===== src/rtl/mem_periph_bus.sv =====
// mem_periph_bus: memory-mapped peripheral responder at the far end of the MEM
// stage. Holds the timer (TH/TL/TCON), LED, switch, 7-segment and system tick
// registers, answers word loads/stores inside a 32-byte window at BASE_ADDR and
// raises a level timer interrupt toward the PC-select / flush logic.
module mem_periph_bus #(
   parameter logic [31:0] BASE_ADDR = 32'h4000_0000  // bits [4:0] must be 0
) (
   input  logic        CLK,
   input  logic        Reset_n,
   input  logic        MEM_MemRd,
   input  logic        MEM_MemWr,
   input  logic [31:0] MEM_Addr,
   input  logic [31:0] MEM_WriteData,
   output logic [31:0] MEM_ReadData,
   input  logic [7:0]  switch,
   output logic [7:0]  led,
   output logic [11:0] digi,
   output logic        irqout
);

   // Register offsets inside the window (word index, MEM_Addr[4:2]).
   localparam logic [2:0] OFF_TH      = 3'd0;
   localparam logic [2:0] OFF_TL      = 3'd1;
   localparam logic [2:0] OFF_TCON    = 3'd2;
   localparam logic [2:0] OFF_LED     = 3'd3;
   localparam logic [2:0] OFF_SWITCH  = 3'd4;
   localparam logic [2:0] OFF_DIGI    = 3'd5;
   localparam logic [2:0] OFF_SYSTICK = 3'd6;

   // TCON bit positions.
   localparam int TCON_EN   = 0;
   localparam int TCON_IE   = 1;
   localparam int TCON_STAT = 2;

   logic [31:0] th;
   logic [31:0] tl;
   logic [2:0]  tcon;
   logic [31:0] systick;
   logic [7:0]  sw_s1;
   logic [7:0]  sw_s2;

   logic        hit;
   logic [2:0]  offset;
   logic        wr_th, wr_tl, wr_tcon, wr_led, wr_digi;
   logic        tl_max;
   logic        overflow;
   logic [31:0] rd_word;

   // Byte lane bits are ignored: the window is word-access only.
   logic unused_addr_lsb;
   assign unused_addr_lsb = ^MEM_Addr[1:0];

   assign hit      = (MEM_Addr[31:5] == BASE_ADDR[31:5]);
   assign offset   = MEM_Addr[4:2];
   assign tl_max   = (tl == 32'hFFFF_FFFF);
   assign overflow = tcon[TCON_EN] && tl_max;

   // Per-register write strobes; RO/reserved offsets simply have no strobe.
   always_comb begin
      wr_th   = 1'b0;
      wr_tl   = 1'b0;
      wr_tcon = 1'b0;
      wr_led  = 1'b0;
      wr_digi = 1'b0;
      if (MEM_MemWr && hit) begin
         case (offset)
            OFF_TH:   wr_th   = 1'b1;
            OFF_TL:   wr_tl   = 1'b1;
            OFF_TCON: wr_tcon = 1'b1;
            OFF_LED:  wr_led  = 1'b1;
            OFF_DIGI: wr_digi = 1'b1;
            default:  ;
         endcase
      end
   end

   // TH reload value: plain CPU-written register.
   always_ff @(posedge CLK or negedge Reset_n) begin
      if (!Reset_n)   th <= '0;
      else if (wr_th) th <= MEM_WriteData;
   end

   // TL counter: a CPU write beats both the increment and the reload.
   always_ff @(posedge CLK or negedge Reset_n) begin
      if (!Reset_n)            tl <= '0;
      else if (wr_tl)          tl <= MEM_WriteData;
      else if (overflow)       tl <= th;
      else if (tcon[TCON_EN])  tl <= tl + 32'd1;
   end

   // TCON: a CPU write beats the overflow status set, so that status is lost.
   always_ff @(posedge CLK or negedge Reset_n) begin
      if (!Reset_n)                           tcon <= '0;
      else if (wr_tcon)                       tcon <= MEM_WriteData[2:0];
      else if (overflow && tcon[TCON_IE])     tcon[TCON_STAT] <= 1'b1;
   end

   // LED and 7-segment output registers, truncated from the store data.
   always_ff @(posedge CLK or negedge Reset_n) begin
      if (!Reset_n) begin
         led  <= '0;
         digi <= '0;
      end else begin
         if (wr_led)  led  <= MEM_WriteData[7:0];
         if (wr_digi) digi <= MEM_WriteData[11:0];
      end
   end

   // Free-running tick counter; wraps naturally at 2^32.
   always_ff @(posedge CLK or negedge Reset_n) begin
      if (!Reset_n) systick <= '0;
      else          systick <= systick + 32'd1;
   end

   // Two-flop synchronizer for the asynchronous board switches.
   always_ff @(posedge CLK or negedge Reset_n) begin
      if (!Reset_n) begin
         sw_s1 <= '0;
         sw_s2 <= '0;
      end else begin
         sw_s1 <= switch;
         sw_s2 <= sw_s1;
      end
   end

   // Combinational read mux; a simultaneous store shows only after the edge.
   always_comb begin
      rd_word = '0;
      case (offset)
         OFF_TH:      rd_word = th;
         OFF_TL:      rd_word = tl;
         OFF_TCON:    rd_word = {29'd0, tcon};
         OFF_LED:     rd_word = {24'd0, led};
         OFF_SWITCH:  rd_word = {24'd0, sw_s2};
         OFF_DIGI:    rd_word = {20'd0, digi};
         OFF_SYSTICK: rd_word = systick;
         default:     rd_word = '0;
      endcase
      MEM_ReadData = (MEM_MemRd && hit) ? rd_word : 32'd0;
   end

   assign irqout = tcon[TCON_IE] & tcon[TCON_STAT];

endmodule


===== config.mk =====
export PLATFORM = sky130hd
export DESIGN_NAME = mem_periph_bus
export DESIGN_NICKNAME = d
export VERILOG_FILES = /design/src/rtl/mem_periph_bus.sv
export SDC_FILE = /design/constraint.sdc
export NUM_CORES = 1
export LEC_CHECK = 0
export ABC_AREA = 1
export ABC_CLOCK_PERIOD_IN_PS = 2200
export CORE_ASPECT_RATIO = 0.9
export CORE_MARGIN = 10
export CORE_UTILIZATION = 45
export CTS_CLUSTER_DIAMETER = 60
export DETAILED_ROUTE_END_ITERATION = 7
export GPL_TIMING_DRIVEN = 1
export PLACE_DENSITY = 0.71
export RECOVER_POWER = 100
export SETUP_SLACK_MARGIN = 0.05
export SLEW_MARGIN = 15
export SYNTH_ARGS = -nofsm -noshare
export SYNTH_HDL_FRONTEND = slang
export SYNTH_SLANG_ARGS = --single-unit

===== constraint.sdc =====
create_clock -name CLK -period 2.2 [get_ports CLK]
set_clock_uncertainty 0.05 [all_clocks]
set_input_delay 0.33 -clock CLK [delete_from_list [all_inputs] [get_ports CLK]]
set_output_delay 0.33 -clock CLK [all_outputs]
set_load 0.01 [all_outputs]

==> results_dict.tcl, run 1 <==
set metrics [dict create \
    regArea_um2 3380 \
    drcViolationCount 0 \
    io_buffers 126 \
    coreArea_um2 17700 \
    async_flop_share_pct 100 \
    startpoint_type "input port" \
    wire_per_inst_um 18.6 \
    yosys-top-cells-area "dfrtp_1 (42%), nand2_1 (14%), nand3_1 (6.5%)" \
    place_ws_ps -612 \
    dieArea_um2 23800 \
    syn_avg_cell_area_um2 7.22 \
    min_path_cells 0 \
    power.switching_mw 1.44 \
    reg2regPathDepth 9 \
    ys_seq_area_share_pct 41.6 \
    finalWirelength_um 28700 \
    start_util_pct 45.9 \
    worstPathArrival_ps 1710 \
    ant_nets 0 \
    die_h_um 147 \
    hp-class "reg2reg" \
    fp.dieW_um 162 \
    rsz0062_at_grt "true" \
    ctsHtreeMaxLevel 4 \
    finalSetupTns_ps 0 \
    worst_slew_pin_slew_ps 1300 \
    relSlewSlack_pct 13.4 \
    synth_top_area_share_pct 41.6 \
    utilization_pct 59.1 \
    layout-drive-gt1-share_pct 15.1 \
    syn-num-nets 1202 \
    tritoncts "done" \
    place_congestion 0.965 \
    drv_slew 0 \
    power_density_nw_per_um2 549 \
    p_comb_share_pct 6.3 \
    setup_viol 0 \
    grt_pass1_wl_um 45500 \
    cap_violations 0 \
    ys_dominant_reg_cell "dfrtp_1" \
    clk_path_buf_depth 2 \
    num-fill-cells 1664 \
    pwr-share-clk_pct 50.1 \
    first_iter_violations 815 \
    grt_usage_pct 23.9 \
    critPathKind "in2out" \
    syn_area_um2 8110 \
    syn_inst 1124 \
    nets 1371 \
    synth_commonest_cells "nand2_1 (294), dfrtp_1 (135), nor2_1 (129)" \
    cp_max_fo 13 \
    ys_ff_latch 135 \
    num_vias 8496 \
    diodes 0 \
    viasPerCell 5.50 \
    status "finished clean" \
    firstDrtPassIters 6 \
    finalCriticalPeriod_ps 2090 \
    ys_types 41 \
    multi_input_area_um2 4090 \
    p_sw_share_pct 25.1 \
    synth_edf_count 0 \
    hold_slack_ps 300 \
    pwr-share-seq_pct 43.6 \
    fmax_mhz 478 \
    final_hold_viol_count 0 \
    antenna_found_initial 0 \
    internal-power_mw 4.30 \
    clock-root-buffer "clkbuf_16" \
    ios 129 \
    grt_pass1_vias 8314 \
    synth_area_leader_cell "dfrtp_1" \
    cts_buffers 17 \
    leakage_nw 4.82 \
    area_delta_synth_final_pct 28.8 \
    rows 46 \
    numClockSinks 135 \
    fin_ws_ps 106 \
    synth_most_common_cell "nand2_1" \
    ys_warn_count 0 \
    worstSkewPairLatency_ps 430 \
    cp.required_ps 1820 \
    clk_pin_slew_ps 60 \
    grt_max_degree 51 \
    irDropWorstVdd_uv 533 \
    grt-ovfl-total 0 \
    period_share_pct 95.2 \
    place_hpwl_um 21200 \
    worstSetupEndpointType "output pin" \
]
[through the flow]
step	area [um^2]	std cells	total power, mW
5_1_grt	10500	1546	5.92
6_report	10500	1546	5.74
3_5_place_dp	10000	1507	2.93
3_3_place_gp	10000	1507	2.93
4_1_cts	10600	1543	5.78
2_1_floorplan	8110	1124	2.64
[area by class of cell]
type                       instances  area share [%]
timing repair buffer             197            15.1
tap                              240            2.87
clock inverter                    14            1.50
inverter                         136            4.91
clock buffer                      18            4.20
multi-input combinational        806            39.1
sequential                       135            32.3
[power by group through the flow]
stage	combinational [mW]	clock [mW]	sequential, mW
2_1_floorplan	0.0920	0	2.55
3_3_place_gp	0.379	0	2.55
3_5_place_dp	0.381	0	2.55
4_1_cts	0.373	2.91	2.50
5_1_grt	0.393	3.03	2.50
6_report	0.363	2.87	2.50
[worst paths after layout]
check / from / end / slack, ps
setup / recovery: MEM_Addr[31] / MEM_ReadData[9] / 110
hold / removal: sw_s1[2] / sw_s2[2] / 300
setup reg to reg: tl[1] / tl[26] / 120
hold reg to reg: sw_s1[2] / sw_s2[2] / 300
max in group asynchronous: Reset_n / th[11] / 350
min in group asynchronous: Reset_n / systick[23] / 690
[kinds of logic (layout without fill, tap and decap cells)]
kind of cell,count (synthesis),count (layout),share of synthesized area (%)
adders and majority gates,2,2,0.308
DFF,135,135,41.6
AOI/OAI and AO/OA,126,126,8.95
buffers and inverters,184,365,9.36
xor gates and xnor gates,41,41,4.43
and+or+nand+nor,636,637,35.3
[what timing repair did]
action                                  CTS  global route
endpoints found under the hold margin    48             0
pin swaps                                25            28
cloned                                    1             1
endpoints found under the setup margin   32            42
buffers inserted                          2             3
resized for setup                       187            74
hold buffers                              1             0
[cell usage in the layout (no fill, tap or decap), types with 3 or more instances in the layout]
master	Yosys	layout
a21oi_1	19	17
a221oi_1	8	6
buf_12	0	4
buf_2	22	3
buf_4	7	54
buf_6	2	10
clkbuf_1	13	21
clkbuf_16	0	17
clkbuf_2	0	33
clkdlybuf4s15_1	0	4
clkdlybuf4s50_1	0	34
clkinv_4	0	5
dfrtp_1	135	135
dlygate4sd3_1	0	30
inv_1	123	124
inv_2	12	10
inv_6	0	3
inv_8	0	5
nand2_1	294	295
nand3_1	106	106
nand3_2	3	4
nand3b_1	5	5
nand4_1	65	65
nor2_1	129	112
nor2_2	7	20
nor2_4	5	9
nor3_1	9	10
o21ai_0	20	56
o21ai_1	48	12
o22ai_1	20	20
xnor2_1	5	5
xor2_1	36	36
[routing by layer]
metal	up-vias	GRT usage (%)	share of wire, %
met2	489	37.1	45
met5	-	0	0
met4	0	9.91	3.4
met1	3914	31.2	42
li1	4026	-	-
met3	67	5.83	9.8
[sequential cells by signal, indices dropped and copies added (netlist names)]
signal,cells
tl,32
digi,12
led,8
sw_s2,8
th,32
tcon,3
sw_s1,8
systick,32
[critical path, cell delays in order]
cell,delay [ps]
dlygate4sd2_1,230
inv_1,40
nand3b_1,110
clkinv_1,80
nand2_2,60
nor2_4,130
o311ai_4,110
buf_12,160
buf_12,160
nor2_2,170
buf_6,130
(Power assumes the default switching activity.)
==> inputs of run 2 (changes only) <==
--- a/config.mk
+++ b/config.mk
@@ -7,7 +7,7 @@
 export LEC_CHECK = 0
 export ABC_AREA = 1
 export ABC_CLOCK_PERIOD_IN_PS = 2200
-export CORE_ASPECT_RATIO = 0.9
+export CORE_ASPECT_RATIO = 1.4
 export CORE_MARGIN = 10
 export CORE_UTILIZATION = 45
 export CTS_CLUSTER_DIAMETER = 60
==> run 2 against run 1 <==
  * Utilization is 0.15 points lower
  * Largest cell class unchanged
  * Design area is 0.78% higher
  * Worst hold slack hardly changed
  * Fmax is 0.35% lower
  * Final cell count is 0.45% higher
  * Power is 0.67% lower
  * Critical endpoint is now MEM_ReadData[27]
==> results_dict.tcl, run 2 (same netlist as run 1, synthesis figures left out) <==
set metrics [dict create \
    status "finished clean" \
    layout-drive-gt1-share_pct 16.5 \
    relSlewSlack_pct 19.7 \
    path_buf_inv 5 \
    power.total_mw 5.70 \
    clk_pin_slew_ps 70 \
    clk_path_buf_depth 2 \
    hold_slack_ps 300 \
    coreArea_um2 17900 \
    ctsHtreeMaxLevel 4 \
    worst_slew_pin_slew_ps 1200 \
    crit_top_cell "clkbuf_2" \
    path_depth 7 \
    drv_slew 0 \
    top_usage_layer "met2" \
    start_util_pct 45.4 \
    met3_usage_pct 4.99 \
    numClockSinks 135 \
    cp_top_family "buffers and inverters" \
    worstSkewPairLatency_ps 430 \
    min_path_cells 0 \
    startpoint_type "input port" \
    max_stage_delay_ps 580 \
    grt-ovfl-total 0 \
    first_iter_violations 823 \
    setup_viol 0 \
    final_area_um2 10500 \
    grt_pass1_wl_um 47000 \
    final_hold_viol_count 0 \
    path_cells "clkbuf_2 > inv_2 > buf_4 > o311ai_4 > buf_6 > nor2_1 > clkbuf_2" \
    instances_no_fill 1553 \
    nets 1377 \
    ant_nets 0 \
    hp-class "reg2reg" \
    period_share_pct 95.5 \
    grt_pass1_vias 8589 \
    place_hpwl_um 22400 \
    irDropWorstVdd_uv 426 \
    worstPathArrival_ps 1720 \
    cts_buffers 17 \
    ios 129 \
    fin_ws_ps 98.5 \
    reg_top3 "systick (32), th (32), tl (32)" \
    rows 58 \
    wire_per_inst_um 19.1 \
    leakage_nw 4.92 \
    critPathKind "in2out" \
    tritoncts "done" \
    die_h_um 179 \
    final_common_cell "nand2_1" \
    worstSetupEndpointType "output pin" \
    fmax_mhz 476 \
    clock-root-buffer "clkbuf_16" \
    firstDrtPassIters 5 \
    reg2regPathDepth 9 \
    gr-usage-met2_pct 42.0 \
    antenna_found_initial 1 \
    dieArea_um2 23900 \
    placed_area_um2 10100 \
    num_vias 8651 \
    fp.dieW_um 133 \
    cp_max_fo 8 \
    io_buffers 126 \
    area_delta_synth_final_pct 29.8 \
    viasPerCell 5.57 \
    cp.required_ps 1820 \
    grt_usage_pct 25.0 \
    crit_path_top_delay_cell "o311ai_4" \
    grt_max_degree 52 \
    power_density_nw_per_um2 541 \
    cap_violations 0 \
    grt_use_met1_pct 28.7 \
    post-place-cells 1515 \
    finalCriticalPeriod_ps 2100 \
    finalWirelength_um 29600 \
    place_ws_ps -722 \
    drcViolationCount 0 \
    place_congestion 0.978 \
    mostFrequentLayoutCells "nand2_1 (295), dfrtp_1 (134), inv_1 (124)" \
    rsz0062_at_grt "false" \
]
==> run 2: cell types whose count changed in the layout (fill, tap and decap cells not counted), sizes merged <==
cell / before / now
clkbuf: 73 / 64
nand3: 111 / 110
diode: 0 / 1
clkinvlp: 0 / 1
bufinv: 1 / 0
clkinv: 6 / 4
inv: 143 / 146
dlygate4sd2: 2 / 1
buf: 72 / 88
==> run 2: power by group <==
group	internal [mW]	switching, mW	total (mW)
registers	2.50	0.00396	2.50
clock network	1.52	1.31	2.82
logic	0.169	0.205	0.374
==> run 2: metrics by stage <==
step / setup TNS [ps] / utilization [%]
2_1_floorplan: 0 / -
3_3_place_gp: -29910 / 56.6
3_5_place_dp: -32550 / 56.6
4_1_cts: 0 / 59.5
5_1_grt: 0 / 59.0
6_report: 0 / 59.0
==> run 2: area by class of cell <==
class | instances | area [um^2]
fill | 1738 | 7320
multi-input combinational | 805 | 4060
sequential | 135 | 3380
timing repair buffer | 204 | 1700
inverter | 136 | 514
clock buffer | 17 | 425
tap | 240 | 300
clock inverter | 15 | 153
antenna | 1 | 2.50
==> run 2: what timing repair did <==
item	4_1_cts	5_1_grt
setup buffers	3	0
resized for setup	188	69
hold buffers	1	0
cloned	1	1
setup endpoints to repair	32	33
hold endpoints to repair	43	0
pin swaps	20	24
==> run 2: path summary, 6_finish.rpt <==
| check | startpoint | endpoint | slack, ps |
|---|---|---|---|
| worst max-delay path | MEM_Addr[3] | MEM_ReadData[27] | 100 |
| worst min-delay path | sw_s1[4] | sw_s2[4] | 300 |
| worst max register to register | tl[1] | tl[28] | 200 |
| worst min register to register | sw_s1[4] | sw_s2[4] | 300 |
| max in group asynchronous | Reset_n | systick[7] | 400 |
| min in group asynchronous | Reset_n | tl[16] | 630 |
==> run 2: per-layer routing <==
metal,share of wire [%],vias to the layer above,wire [um]
met4,6.5,0,1920
met2,47,442,14000
met5,0,-,0
li1,-,4039,-
met1,39,4062,11700
met3,6.8,108,2000
